<file path="config.mk">
export PLATFORM = sky130hd
export DESIGN_NAME = booth_mul_arbiter
export DESIGN_NICKNAME = d
export VERILOG_FILES = /design/src/rtl/booth_mul_arbiter_pkg.sv /design/src/rtl/booth_mul_arbiter_rr_pick.sv /design/src/rtl/booth_mul_arbiter.sv
export SDC_FILE = /design/constraint.sdc
export NUM_CORES = 1
export LEC_CHECK = 0
export BUFFER_PORTS_ARGS = -buffer_cell sky130_fd_sc_hd__buf_2
export CORE_UTILIZATION = 35
export DETAILED_ROUTE_END_ITERATION = 8
export PLACE_DENSITY = 0.66
export SKIP_LAST_GASP = 1
export SYNTH_ARGS = -nofsm -noshare
export SYNTH_HDL_FRONTEND = slang
export SYNTH_SLANG_ARGS = --single-unit
</file>
<file path="constraint.sdc">
create_clock -name clk -period 3.9 [get_ports clk]
set_input_delay 0.585 -clock clk [delete_from_list [all_inputs] [get_ports clk]]
set_output_delay 0.585 -clock clk [all_outputs]
set_load 0.01 [all_outputs]
</file>
<file path="src/rtl/booth_mul_arbiter_pkg.sv">
// booth_mul_arbiter_pkg: shared state encoding and default sizing for the Booth multiplier arbiter and controller.
package booth_mul_arbiter_pkg;
    typedef enum logic [2:0] {IDLE, LOAD_M, LOAD_Q, BUSY, RESP} state_e;
    localparam int DEF_NREQ = 4;
    localparam int DEF_WIDTH = 16;
    localparam int DEF_TIMEOUT = 64;
endpackage

</file>
<file path="src/rtl/booth_mul_arbiter_rr_pick.sv">
// booth_mul_arbiter_rr_pick: round-robin priority encoder, first set request at or after ptr, wrapping.
module booth_mul_arbiter_rr_pick
    import booth_mul_arbiter_pkg::*;
#(
    parameter int NREQ = DEF_NREQ,
    parameter int IW = $clog2(NREQ)
) (
    input  logic [NREQ-1:0] req,
    input  logic [IW-1:0]   ptr,
    output logic            valid,
    output logic [IW-1:0]   idx
);
    assign valid = |req;
    // Scan farthest offset first so the nearest request at or after ptr wins.
    always_comb begin
        idx = '0;
        for (int k = NREQ - 1; k >= 0; k--) begin
            logic [IW-1:0] j;
            j = IW'((int'(ptr) + k) % NREQ);
            if (req[j]) idx = j;
        end
    end
endmodule

</file>
<file path="src/rtl/booth_mul_arbiter.sv">
// booth_mul_arbiter: round-robin sequencer sharing one Booth multiplier among NREQ clients.
module booth_mul_arbiter
    import booth_mul_arbiter_pkg::*;
#(
    parameter int NREQ = DEF_NREQ,
    parameter int WIDTH = DEF_WIDTH,
    parameter int TIMEOUT = DEF_TIMEOUT
) (
    input  logic                      clk,
    input  logic                      rst,
    input  logic [NREQ-1:0]           req,
    input  logic [NREQ*WIDTH-1:0]     mcand_in,
    input  logic [NREQ*WIDTH-1:0]     mplier_in,
    output logic [NREQ-1:0]           gnt,
    output logic                      rsp_valid,
    output logic [$clog2(NREQ)-1:0]   rsp_id,
    output logic [2*WIDTH-1:0]        rsp_prod,
    output logic                      rsp_err,
    output logic                      mul_start,
    output logic                      mul_clr,
    output logic [WIDTH-1:0]          mul_data,
    input  logic                      mul_done,
    input  logic [2*WIDTH-1:0]        mul_prod
);
    localparam int IW = $clog2(NREQ);
    localparam int CW = $clog2(TIMEOUT);

    state_e              state_q;
    logic [IW-1:0]       rr_q, id_q, pick_idx;
    logic                pick_v;
    logic [WIDTH-1:0]    b_q, pick_a, pick_b;
    logic [2*WIDTH-1:0]  prod_q;
    logic                err_q;
    logic [CW-1:0]       cnt_q;
    logic [NREQ-1:0]     gnt_q;
    logic                rsp_valid_q, rsp_err_q, mul_start_q, mul_clr_q;
    logic [IW-1:0]       rsp_id_q;
    logic [2*WIDTH-1:0]  rsp_prod_q;
    logic [WIDTH-1:0]    mul_data_q;

    booth_mul_arbiter_rr_pick #(.NREQ(NREQ)) u_pick (
        .req  (req),
        .ptr  (rr_q),
        .valid(pick_v),
        .idx  (pick_idx)
    );

    assign pick_a = mcand_in[pick_idx*WIDTH +: WIDTH];
    assign pick_b = mplier_in[pick_idx*WIDTH +: WIDTH];

    always_ff @(posedge clk or posedge rst) begin
        if (rst) begin
            state_q     <= IDLE;
            rr_q        <= '0;
            id_q        <= '0;
            b_q         <= '0;
            prod_q      <= '0;
            err_q       <= 1'b0;
            cnt_q       <= '0;
            gnt_q       <= '0;
            rsp_valid_q <= 1'b0;
            rsp_id_q    <= '0;
            rsp_prod_q  <= '0;
            rsp_err_q   <= 1'b0;
            mul_start_q <= 1'b0;
            mul_clr_q   <= 1'b0;
            mul_data_q  <= '0;
        end else begin
            rsp_valid_q <= 1'b0;
            rsp_id_q    <= '0;
            rsp_prod_q  <= '0;
            rsp_err_q   <= 1'b0;
            mul_start_q <= 1'b0;
            mul_clr_q   <= 1'b0;
            case (state_q)
                IDLE: begin
                    // The response cycle itself never grants, keeping a gap before the next client.
                    if (pick_v && !rsp_valid_q) begin
                        id_q   <= pick_idx;
                        b_q    <= pick_b;
                        prod_q <= '0;
                        err_q  <= 1'b0;
                        gnt_q  <= {{(NREQ-1){1'b0}}, 1'b1} << pick_idx;
                        if (pick_a == '0 || pick_b == '0) begin
                            state_q <= RESP;
                        end else begin
                            state_q     <= LOAD_M;
                            mul_start_q <= 1'b1;
                            mul_data_q  <= pick_a;
                        end
                    end else begin
                        gnt_q <= '0;
                    end
                end
                LOAD_M: begin
                    mul_data_q <= b_q;
                    state_q    <= LOAD_Q;
                end
                LOAD_Q: begin
                    cnt_q   <= '0;
                    state_q <= BUSY;
                end
                BUSY: begin
                    // cnt_q==0 is the first BUSY cycle, where done may still be stale.
                    if (mul_done && cnt_q != '0) begin
                        prod_q  <= mul_prod;
                        state_q <= RESP;
                    end else if (cnt_q == CW'(TIMEOUT - 1)) begin
                        err_q     <= 1'b1;
                        mul_clr_q <= 1'b1;
                        state_q   <= RESP;
                    end else begin
                        cnt_q <= cnt_q + 1'b1;
                    end
                end
                RESP: begin
                    rsp_valid_q <= 1'b1;
                    rsp_id_q    <= id_q;
                    rsp_prod_q  <= prod_q;
                    rsp_err_q   <= err_q;
                    rr_q        <= (id_q == IW'(NREQ - 1)) ? '0 : id_q + 1'b1;
                    mul_data_q  <= '0;
                    state_q     <= IDLE;
                end
                default: state_q <= IDLE;
            endcase
        end
    end

    assign gnt       = gnt_q;
    assign rsp_valid = rsp_valid_q;
    assign rsp_id    = rsp_id_q;
    assign rsp_prod  = rsp_prod_q;
    assign rsp_err   = rsp_err_q;
    assign mul_start = mul_start_q;
    assign mul_clr   = mul_clr_q;
    assign mul_data  = mul_data_q;
endmodule

</file>
After elaboration in Yosys (flattened, before gate mapping) --
Index checks and enable logic that the tools add are counted.
Storage, ports and cells: flip-flop bits (word level) 120, output and inout bits 58, word-level logic and storage cells 100
Cells by class: add/sub/neg operators 5, $lt $le $gt $ge 4, eq/ne operators 13, shift operators 3, multiplexer cells 42, reduce and logical (&&, ||, !) cells 18
Operators with widths (count):
- $shiftx A64 B7 Y16 | 2
- $mux W32 | 3
- $pmux W32 S2 | 1
- $pmux W16 S3 | 1
- $logic_not A16 Y1 | 2
- $mux W16 | 2
- $mux W1 | 15
- $lt A2 B3 Y1 const B | 4
- $mux W2 | 6
- $mux W3 | 4
- $mux W6 | 2
- $ne A2 B2 Y1 const B | 6
- $pmux W3 S4 | 1
- $pmux W6 S2 | 1
- $reduce_and A3 Y1 | 3
- $bmux W1 S2 | 4
- $add A6 B1 Y6 const B | 1
- $eq A3 B2 Y1 const B | 2
- $eq A6 B6 Y1 const B | 1
- $reduce_bool A6 Y1 | 1
- $add A2 B1 Y2 const B | 2
- $add A2 B2 Y2 const B | 2
- $mux W4 | 1
- $reduce_and A2 Y1 | 2
- 14 further kinds | 16

Longest topological paths before layout --
Gate-level depths: netlist of the first run.
word-level depth 13, depth in mapped cells 15, gate-level depth less buffers 10

By module --
Synthesis of the first run repeated with hierarchy kept, for this count alone.
Unflattened totals: cell total of the unflattened synthesis 566, area, all modules 6103.4 um^2
Modules (own cells, without submodules):
- booth_mul_arbiter | times used 1, cells each 553, area an instance 6025.8 um^2, sequential area each 3002.9 um^2
- booth_mul_arbiter_rr_pick | times used 1, cells each 13, area an instance 77.6 um^2, sequential area each 0.0 um^2

Worst setup path before layout of the first run --
No wires, ideal clock.
path type input to register, start input req[0], end register mul_data_q[0], in the netlist mul_data[0], library setup time 0.132 ns, arrival 2.672 ns, slack 1.096 ns, stages 15, path buffers 5, cell sequence a21o_1 > a21oi_1 > o22a_1 > buf_6 > buf_8 > buf_8 > mux2i_1 > mux2_2 > nand4_2 > nor4_2 > nor3_2 > buf_6 > buf_6 > mux2i_1 > o21ai_1
Between the ends: word-level cells in the longest chain between the ends 11, elaborated cells on any way between the ends 25, those cells by class eq/ne: 2; shift: 2; mux: 15; reduce/logical: 6
RTL lines:
- start: declaration | RTL line booth_mul_arbiter.sv:11 | input logic [NREQ-1:0] req,
- $bmux W1 S2 | RTL line booth_mul_arbiter_rr_pick.sv:20 | if (req[j]) idx = j;
- $mux W1 (implied by the code) | RTL line booth_mul_arbiter_rr_pick.sv:20
- $mux W2 (4 in series) | RTL line booth_mul_arbiter_rr_pick.sv:20
- $shiftx A64 B7 Y16, on equally long branches | RTL line booth_mul_arbiter.sv:48, booth_mul_arbiter.sv:49
- $logic_not A16 Y1 | RTL line booth_mul_arbiter.sv:84 | if (pick_a == '0 || pick_b == '0) begin
- $logic_or A1 B1 Y1 | RTL line booth_mul_arbiter.sv:84
- $ne A2 B2 Y1 (no line)
- $reduce_and A3 Y1 (no line)
- end signal: assignment | RTL line booth_mul_arbiter.sv:89 | mul_data_q <= pick_a;
- end signal: assignment | RTL line booth_mul_arbiter.sv:96 | mul_data_q <= b_q;
- end: declaration | RTL line booth_mul_arbiter.sv:39 | logic [WIDTH-1:0] mul_data_q;
Parallel ways exist; a longest one is shown, timed or not. The select of a mux whose other input is x is not followed. A chain may end at the register's enable or synchronous reset.

Final worst setup path of the first run --
start register rr_q[1], end register mul_data_q[13], in the netlist mul_data[13]
Between the ends: word-level cells in the longest chain between the ends 12, elaborated cells on any way between the ends 25, those cells by class add/sub: 3; eq/ne: 1; shift: 2; mux: 15; reduce/logical: 4
RTL lines:
- start: declaration | RTL line booth_mul_arbiter.sv:29 | logic [IW-1:0] rr_q, id_q, pick_idx;
- start signal: assignment | RTL line booth_mul_arbiter.sv:121 | rr_q <= (id_q == IW'(NREQ - 1)) ? '0 : id_q + 1'b1;
- $add A2 B2 Y2 | RTL line booth_mul_arbiter_rr_pick.sv:19 | j = IW'((int'(ptr) + k) % NREQ);
- $bmux W1 S2 | RTL line booth_mul_arbiter_rr_pick.sv:20
- $mux W1 (implied by the code) | RTL line booth_mul_arbiter_rr_pick.sv:20
- $mux W2 (3 in series) | RTL line booth_mul_arbiter_rr_pick.sv:20
- $mux W2 (*) | RTL line booth_mul_arbiter_rr_pick.sv:20
- $shiftx A64 B7 Y16, on equally long branches | RTL line booth_mul_arbiter.sv:48, booth_mul_arbiter.sv:49
- $logic_not A16 Y1 | RTL line booth_mul_arbiter.sv:84
- $logic_or A1 B1 Y1 | RTL line booth_mul_arbiter.sv:84
- $ne A2 B2 Y1 (no line)
- $reduce_and A3 Y1 (no line)
Mark *: on every way between the ends. The rest lies on a longest branch, timed or not. The select of a mux whose other input is x is not followed.

==> results of run 1 <==
## worst reg2reg max path, delay by kind of cell, from the launching register on
kind,cells,cell delay (ps)
AND/OR/NAND/NOR,3,830
buffers and inverters,2,610
multiplexers,3,610
flip-flops,1,460
AO/OA/AOI/OAI,4,790
## layer usage
| metal | GRT usage | wire, um | up-vias |
|---|---|---|---|
| met4 | 0.0659 | 359 | 0 |
| met3 | 0.0799 | 1390 | 25 |
| li1 | - | - | 2355 |
| met2 | 0.317 | 7590 | 199 |
| met1 | 0.209 | 6340 | 2239 |
| met5 | 0 | 0 | - |
## worst max-delay path by stage
stage                  from           end  slack (ps)
global route        rr_q[1]   mul_data[8]         220
detailed placement   req[0]   mul_data[8]         290
finish              rr_q[1]  mul_data[13]         500
floorplan               rst        b_q[0]         130
CTS                 rr_q[1]  mul_data[13]         510
global placement     req[0]   mul_data[8]         390
## logic make-up after synthesis
family,Yosys count
AND/OR/NAND/NOR,216
flip-flops,120
multiplexers,115
AO/OA/AOI/OAI,57
buffers and inverters,43
XOR/XNOR,3
adder cells (fa/ha/maj),3
## layout by cell type, fill, tap and decap left out, types with 4 or more instances in the layout
| master | count |
|---|---|
| buf_4 | 12 |
| buf_2 | 224 |
| mux2_2 | 18 |
| and2_1 | 37 |
| dfrtp_1 | 120 |
| nor4_1 | 5 |
| a22o_1 | 4 |
| nand3_1 | 34 |
| mux2i_1 | 97 |
| clkbuf_16 | 17 |
| nor2_1 | 12 |
| inv_1 | 7 |
| a21oi_1 | 6 |
| nand4_1 | 4 |
| o21ai_1 | 9 |
| clkinvlp_4 | 4 |
| nand2_1 | 108 |
| o21ai_0 | 28 |
## power by group
part | switching, mW | internal [mW] | leakage [nW]
Combinational | 1.21 | 0.855 | 2.28
Clock | 0.554 | 1.06 | 0.289
Sequential | 0.218 | 1.60 | 1.60
## flip-flops by register name, indices dropped and copies added (netlist names)
register	cells
prod_q	32
rsp_prod	32
b_q	16
mul_data	16
cnt_q	6
gnt	4
state_q	3
id_q	2
rr_q	2
rsp_id	2
err_q	1
mul_clr	1
mul_start	1
rsp_err	1
rsp_valid	1
## synth_stat cells
library cell,n
dfrtp_1,120
nand2_1,108
mux2i_1,97
and2_1,37
nand3_1,34
o21ai_0,28
clkbuf_1,21
mux2_2,18
nor2_1,12
o21ai_1,10
inv_1,8
a21oi_1,6
nor4_1,5
a22o_1,4
buf_4,4
buf_6,4
nand4_1,4
a21o_1,3
buf_8,3
ha_1,3
xor2_1,3
buf_2,2
nand2b_1,2
nor3b_1,2
o22ai_1,2
or2_2,2
or3_1,2
a211oi_4,1
a31o_2,1
and3_1,1
and3b_1,1
and4_1,1
buf_1,1
nand4_2,1
nor2b_1,1
nor3_1,1
nor3_2,1
nor4_2,1
o21a_1,1
o22a_1,1
## per-stage QoR
step                cell area [sq um]  hold slack [ps]  power (mW)  std cells
CTS                              7820              298        5.56       1009
finish                           7820              279        5.49       1009
floorplan                        5850              430        3.28        557
detailed placement               7200              447        3.92        977
global route                     7820              326        5.84       1009
global placement                 7200              440        3.88        977
## layout make-up
cell class / count / area, sq um
fillers: 1527 / 8300
flip-flops and latches: 120 / 3000
multi-input cells: 394 / 2630
repair buffers: 239 / 1270
clock buffers: 22 / 474
well taps: 216 / 270
clock inverters: 10 / 143
inverters: 8 / 32.5
==> reports/qor.csv, run 1 <==
metric,value,unit
Lkg Pwr,4.17,nW
Die Footprint,17200,sq um
Setup CP Type,flop to flop,
cell taking the most area after synthesis,dfrtp_1,
Final Cycle Share,0.872,
I/O pin cnt,225,
HP Class,input pin to async pin,
die width,131,um
GRT Total Usage,0.187,
Area contributors post-synth,"dfrtp_1 (51%), mux2i_1 (17%), nand2_1 (6.9%), and2_1 (4.0%), mux2_2 (3.5%)",
CTS tree,yes,
RD Place Congestion,0.818,
area delta synth->final,33.7,%
remaining routing DRC violations,0,
Adder-Cell Fraction of Synth Area,0.00642,
status,"finished, final reports clean",
flop-to-flop setup slack,500,ps
total CTS buffers,17,
Buffers & Inverters on Critical Path,2,
CP max stage delay,470,ps
first-pass GRT wire length,25.0,mm
Pwr Density,702,nW/um^2
port bufs,224,
Final Hold Viols,0,
Site Rows,46,
Most common cell on crit path,mux2i_1,
Crit. End Element,flop,
"CP delay by family, top",simple AND/OR/NAND/NOR gates,
reg2reg path depth,12,
number of max-cap violations,0,
Post-Synth Simple-Gate Area,0.176,
worst vdd ir,0.394,mV
share of cells above drive strength 1,0.377,
synth unique cells,40,
maximum clock frequency,294,MHz
Final Critical Period,3400,ps
Final Max Slew Viols,0,
Vias,4818,
Synth top area share,0.513,
combinational family with the most area after synthesis,multiplexers,
fin nets,950,
RR Endpoint,mul_data[13],
hold buffers post-CTS,0,
crit path launch type,flop,
postcts setup bufs,0,
syn_area_per_cell,10.5,sq um
Gate Count Post-Synth,557,
routed length per instance,15.5,um
XOR/XNOR Fraction of Synth Area,0.00449,
reg2reg start,rr_q[1],
pin count of the biggest net entering global routing,69,
CP Depth,12,
sequential area share after synthesis,0.513,
Setup Viol. Count Final,0,
CTS sink cnt,120,
post-cts sizing count,0,
synth warn,0,
Max clock buf depth,2,
TNS Setup,0,ps
Via-to-Cell Ratio,4.78,
Place WS,293,ps
Critical Path AT,3680,ps
synthesized area,5850,sq um
drt first pass iters,4,
detailed placement HPWL,11.4,mm
DRT Wirelength,15.7,mm
vias in the first global route,4898,
mux contribution to synthesized area,0.201,
Worst-Skew Late Latency,410,ps
post-synthesis register bit count,120,
CP max stage cell,nor3_2,
Core Region,16100,sq um
"Clk pin slew, worst setup/hold paths",60,ps
Root Buffer,clkbuf_16,
initial antenna violation count,0,
H-Tree Depth,4,
Least-Margin Pin Slew,700,ps
syn nets,727,
RSZ-0062 raised after global routing,false,
Antenna Violating Nets Remaining,0,
Rel. slew slack,0.533,
Starting Density,0.363,
ant diodes,0,
CP max FO,13,
GR Overflow Total,0,
drt first-iter violations,266,
critical-path cell list,"a21o_1, a21oi_1, o22a_4, buf_4, mux2i_1, mux2i_1, nor4_1, and4_1, nor3_2, buf_4, mux2i_1, o21ai_0",
clock skew,6.48,ps
complex-gate fraction of the synthesized area,0.0573,
setup ws final,500,ps
worst endpoint required time,4180,ps
chip height,131,um
Final Core Density,0.485,
Power figures use the tool's default switching activity.
==> inputs of run 2 (changes only) <==
--- a/config.mk
+++ b/config.mk
@@ -5,7 +5,7 @@
 export SDC_FILE = /design/constraint.sdc
 export NUM_CORES = 1
 export LEC_CHECK = 0
-export BUFFER_PORTS_ARGS = -buffer_cell sky130_fd_sc_hd__buf_2
+export BUFFER_PORTS_ARGS = -buffer_cell sky130_fd_sc_hd__buf_4
 export CORE_UTILIZATION = 35
 export DETAILED_ROUTE_END_ITERATION = 8
 export PLACE_DENSITY = 0.66
==> reports/qor.csv, run 2 (synthesis results as in run 1) <==
metric,value,unit,change
status,"finished, final reports clean",,
detailed placement HPWL,12.3,mm,+8.4%
flop-to-flop setup slack,380,ps,-120 ps
RD Place Congestion,0.985,,+20%
Min Hold Slack,258,ps,-20.3 ps
area of the multi-input gates,2630,sq um,+0.24%
grt met1 use,0.223,,+0.0143
Final Max Slew Viols,0,,unchanged
"commonest non-fill, non-tap cell in the layout",buf_4,,
first-pass GRT wire length,26.8,mm,+7.1%
pin count of the biggest net entering global routing,70,,+1.4%
routed length per instance,16.4,um,+5.3%
"Clk pin slew, worst setup/hold paths",60,ps,about the same
Lkg Pwr,4.33,nW,+3.8%
initial antenna violation count,0,,unchanged
Final Hold Viols,0,,unchanged
post-cts sizing count,0,,unchanged
fin nets,949,,-0.11%
drt first-iter violations,240,,-9.8%
GRT Total Usage,0.199,,+0.0115
Rel. slew slack,0.315,,-0.218
routing usage on met3,0.0799,,unchanged
Final Critical Period,3520,ps,+121 ps
die width,131,um,unchanged
total CTS buffers,17,,unchanged
switching share of power,0.363,,+0.00217
I/O pin cnt,225,,unchanged
Die Footprint,17200,sq um,unchanged
ant diodes,0,,unchanged
clock skew,8.21,ps,+1.74 ps
worst vdd ir,0.475,mV,+20%
Starting Density,0.363,,unchanged
DRT Wirelength,16.5,mm,+5.2%
HP Class,input pin to async pin,,
postcts setup bufs,0,,unchanged
Setup Viol. Count Final,0,,unchanged
number of fill cells in the layout,1455,,-4.7%
vias in the first global route,5179,,+5.7%
GR Overflow Total,0,,unchanged
remaining routing DRC violations,0,,unchanged
Switch Pwr,2.04,mW,+2.8%
Combinational Power Share,0.386,,+0.010
area delta synth->final,43.2,%,
Worst-Skew Late Latency,420,ps,about the same
share of cells above drive strength 1,0.379,,+0.00174
most frequent cells in the layout,"buf_4 (235), dfrtp_1 (120), nand2_1 (108)",,
Root Buffer,clkbuf_16,,
Site Rows,46,,unchanged
RSZ-0062 raised after global routing,false,,
Seq pwr share,0.326,,-0.004
worst endpoint required time,4200,ps,+20 ps
Antenna Violating Nets Remaining,0,,unchanged
Critical Path AT,3820,ps,+140 ps
crit path launch type,flop,,
GRT Max-Usage Layer,met2,,
port bufs,224,,unchanged
TNS Setup,0,ps,unchanged
Crit. End Element,flop,,
Core Region,16100,sq um,unchanged
Vias,4855,,+0.77%
clock network power share,0.287,,-0.006
maximum clock frequency,284,MHz,-3.4%
Setup CP Type,flop to flop,,
hold buffers post-CTS,0,,unchanged
chip height,131,um,unchanged
Reg area,3000,sq um,unchanged
H-Tree Depth,4,,unchanged
Final Cycle Share,0.903,,+0.0311
CTS sink cnt,120,,unchanged
Max clock buf depth,2,,unchanged
GR Util met2,0.340,,+0.0228
Pint,3.57,mW,+1.8%
Via-to-Cell Ratio,4.82,,+0.87%
Pwr Density,670,nW/um^2,-4.6%
Least-Margin Pin Slew,1020,ps,+324 ps
CTS tree,yes,,
number of max-cap violations,0,,unchanged
CP max FO,17,,+4
drt first pass iters,4,,unchanged
-- run 2: changes by cell type in the layout (fill, tap and decap cells not counted), moves of 3 or more --
cell / previous run / this run
clkinvlp_4: 4 / 1
buf_4: 12 / 235
clkbuf_8: 3 / 0
buf_2: 224 / 0
inv_6: 1 / 5
-- run 2: cell type report --
class,count,area share
Clock inverter,15,0.0226
Sequential cell,120,0.358
Tap cell,216,0.0323
Timing Repair Buffer,238,0.218
Clock buffer,17,0.0508
Inverter,8,0.00388
Multi-Input combinational cell,394,0.314
-- run 2: worst max-delay path, cell delays in order (launching register included) --
cell and delay [ps]:
dfrtp_1 470, a21o_1 190, a21oi_1 170, o22a_4 340, buf_4 230, mux2i_1 100, mux2i_1 330, nor4_1 90
and4_1 250, nor3_4 840, mux2i_1 290, o21ai_1 80
-- run 2: power by group through the flow --
stage	clock network (mW)	registers, mW	logic (mW)
3_3_place_gp	0	1.84	2.13
2_1_floorplan	0	1.82	1.47
5_1_grt	1.71	1.87	2.40
6_report	1.61	1.83	2.17
4_1_cts	1.64	1.83	2.20
3_5_place_dp	0	1.85	2.20
-- run 2: stage by stage --
| stage | power (mW) | instance area (sq um) | setup slack [ps] | instances | util |
|---|---|---|---|---|---|
| final | 5.61 | 8380 | 378 | 1008 | 0.520 |
| after global placement | 3.97 | 7760 | 199 | 976 | 0.482 |
| after detailed placement | 4.05 | 7760 | 118 | 976 | 0.482 |
| after CTS | 5.67 | 8380 | 366 | 1008 | 0.520 |
| after global routing | 5.97 | 8380 | 139 | 1008 | 0.520 |
| after floorplan | 3.28 | 5850 | 129 | 557 | - |
-- run 2: final timing paths --
check / startpoint / end / cells after the start
max reg2reg: rr_q[1] / mul_data[1] / 11
min: rst / prod_q[23] / 2
max: rr_q[1] / mul_data[1] / 11
min in group clk: mul_prod[6] / prod_q[6] / 3
min reg2reg: prod_q[18] / prod_q[18] / 2
max in group asynchronous: rst / rsp_prod[2] / 3
-- run 2: metal layers --
metal | wire, um | share of wire
met1 | 6640 | 0.40
met2 | 8160 | 0.49
met3 | 1420 | 0.086
met4 | 282 | 0.017
met5 | 0 | 0
==> inputs of run 3 (changes only) <==
--- a/config.mk
+++ b/config.mk
@@ -6,9 +6,11 @@
 export NUM_CORES = 1
 export LEC_CHECK = 0
 export BUFFER_PORTS_ARGS = -buffer_cell sky130_fd_sc_hd__buf_4
-export CORE_UTILIZATION = 35
+export CELL_PAD_IN_SITES_DETAIL_PLACEMENT = 0
+export CELL_PAD_IN_SITES_GLOBAL_PLACEMENT = 1
+export CORE_UTILIZATION = 33
 export DETAILED_ROUTE_END_ITERATION = 8
-export PLACE_DENSITY = 0.66
+export PLACE_DENSITY = 0.79
 export SKIP_LAST_GASP = 1
 export SYNTH_ARGS = -nofsm -noshare
 export SYNTH_HDL_FRONTEND = slang
==> reports/qor.csv, run 3 (synthesis results as in run 1) <==
metric,value,unit,change
routed length per instance,16.4,um,+0.29%
Seq pwr share,0.320,,-0.006
clock network power share,0.302,,+0.015
Rel. slew slack,0.341,,+0.0256
RSZ-0062 raised after global routing,false,,
number of fill cells in the layout,1597,,+9.8%
Critical Path AT,3710,ps,-110 ps
critical-path cell list,"a21o_1, a21oi_1, o22a_4, buf_12, mux2i_1, mux2i_1, nor4_1, and4_1, nor3_4, mux2i_1, o21ai_0",,
post-cts sizing count,0,,unchanged
GR Overflow Total,0,,unchanged
worst vdd ir,0.422,mV,-11%
crit path launch type,flop,,
GRT Max-Usage Layer,met2,,
clock skew,13.0,ps,+4.75 ps
Core Region,17300,sq um,+7.3%
drt first-iter violations,227,,-5.4%
CP max stage delay,810,ps,-30 ps
Least-Margin Pin Slew,986,ps,-38.2 ps
Switch Pwr,2.00,mW,-2.1%
remaining routing DRC violations,0,,unchanged
status,"finished, final reports clean",,
Most common cell on crit path,mux2i_1,,
"commonest non-fill, non-tap cell in the layout",buf_4,,
Final Max Slew Viols,0,,unchanged
postcts setup bufs,0,,unchanged
Buffers & Inverters on Critical Path,1,,unchanged
Root Buffer,clkbuf_16,,
Crit. End Element,flop,,
"CP delay by family, top",simple AND/OR/NAND/NOR gates,,
GRT Total Usage,0.188,,-0.0102
CP max stage cell,nor3_4,,
Pint,3.70,mW,+3.6%
Vias,4855,,unchanged
GR Util met2,0.327,,-0.0128
hold buffers post-CTS,0,,unchanged
most frequent cells in the layout,"buf_4 (235), dfrtp_1 (120), nand2_1 (108)",,
"Clk pin slew, worst setup/hold paths",60,ps,about the same
Finished Layout Cells,1016,,+0.79%
setup ws final,460,ps,+81.5 ps
Final Cycle Share,0.882,,-0.0209
chip height,135,um,+2.9%
ant diodes,0,,unchanged
share of cells above drive strength 1,0.378,,-0.000785
Die Footprint,18300,sq um,+6.0%
maximum clock frequency,291,MHz,+2.4%
vias in the first global route,5113,,-1.3%
initial antenna violation count,0,,unchanged
Starting Density,0.338,,-0.0248
grt met1 use,0.206,,-0.0176
switching share of power,0.351,,-0.0128
Placed Cells,984,,+0.82%
Final Critical Period,3440,ps,-81.5 ps
Combinational Power Share,0.378,,-0.008
Place WS,221,ps,+103 ps
total CTS buffers,17,,unchanged
worst endpoint required time,4170,ps,-30 ps
CTS tree,yes,,
Site Rows,48,,+4.3%
Worst-Skew Late Latency,410,ps,about the same
H-Tree Depth,4,,unchanged
pin count of the biggest net entering global routing,55,,-21%
CTS sink cnt,120,,unchanged
Setup Viol. Count Final,0,,unchanged
Lkg Pwr,4.33,nW,+0.15%
DRT Wirelength,16.7,mm,+1.1%
HP Class,input pin to async pin,,
drt first pass iters,4,,unchanged
Final Hold Viols,0,,unchanged
die width,135,um,+2.9%
CP max FO,39,,+22
Max clock buf depth,2,,unchanged
Antenna Violating Nets Remaining,0,,unchanged
Pwr Density,677,nW/um^2,+1.0%
detailed placement HPWL,12.6,mm,+2.0%
Via-to-Cell Ratio,4.78,,-0.79%
fin nets,948,,-0.11%
first-pass GRT wire length,26.1,mm,-2.7%
number of max-cap violations,0,,unchanged
routing usage on met3,0.0759,,-0.00392
RD Place Congestion,0.859,,-13%
I/O pin cnt,225,,unchanged
Setup CP Type,flop to flop,,
port bufs,224,,unchanged
area delta synth->final,43.9,%,
TNS Setup,0,ps,unchanged
run 3: changes by cell type in the layout (fill, tap and decap cells not counted), sizes merged:
| cell | before | now |
|---|---|---|
| buf | 238 | 237 |
| clkinvlp | 1 | 2 |
| clkinv | 5 | 6 |
| bufinv | 3 | 5 |
| inv | 14 | 9 |
| clkbuf | 17 | 18 |
run 3: path summary, 6_finish.rpt:
kind | from | end | slack [ps] | depth (start not counted)
max in group asynchronous | rst | rsp_prod[15] | 2720 | 3
worst min-delay path | rst | rr_q[1] | 300 | 2
worst max register to register | rr_q[1] | mul_data[13] | 460 | 11
worst min register to register | prod_q[25] | prod_q[25] | 460 | 2
min in group clk | mul_prod[6] | prod_q[6] | 390 | 3
worst max-delay path | rr_q[1] | mul_data[13] | 460 | 11
run 3: layout make-up:
class	count	area [sq um]	area share
multi-input cells	394	2630	0.313
clock inverters	14	223	0.0265
flip-flops and latches	120	3000	0.357
inverters	8	32.5	0.00387
clock buffers	18	439	0.0522
repair buffers	237	1800	0.214
well taps	225	282	0.0335
run 3: power groups by stage:
stage / registers [mW] / logic, mW / clock network, mW
after CTS: 1.83 / 2.18 / 1.77
final: 1.82 / 2.15 / 1.72
after detailed placement: 1.85 / 2.18 / 0
after global placement: 1.83 / 2.13 / 0
after floorplan: 1.82 / 1.47 / 0
after global routing: 1.87 / 2.39 / 1.83
run 3: worst reg2reg max path, cell delays in order, from the launching register on:
cell     delay (ps)
dfrtp_1         460
a21o_1          190
a21oi_1         170
o22a_4          210
buf_12          260
mux2i_1         140
mux2i_1         330
nor4_1          130
and4_1          220
nor3_4          810
mux2i_1         290
o21ai_0         100
run 3: per-stage QoR:
stage | instance area (sq um) | hold WS [ps] | util | power (mW)
floorplan | 5850 | 430 | - | 3.28
global placement | 7750 | 441 | 0.448 | 3.96
detailed placement | 7750 | 448 | 0.448 | 4.03
CTS | 8420 | 305 | 0.487 | 5.78
global route | 8420 | 345 | 0.487 | 6.09
finish | 8420 | 302 | 0.487 | 5.70
run 3: metal layers:
layer | part of all wire | wire (um)
met2 | 0.51 | 8490
met3 | 0.11 | 1780
met4 | 0.016 | 271
met1 | 0.37 | 6140
met5 | 0 | 0
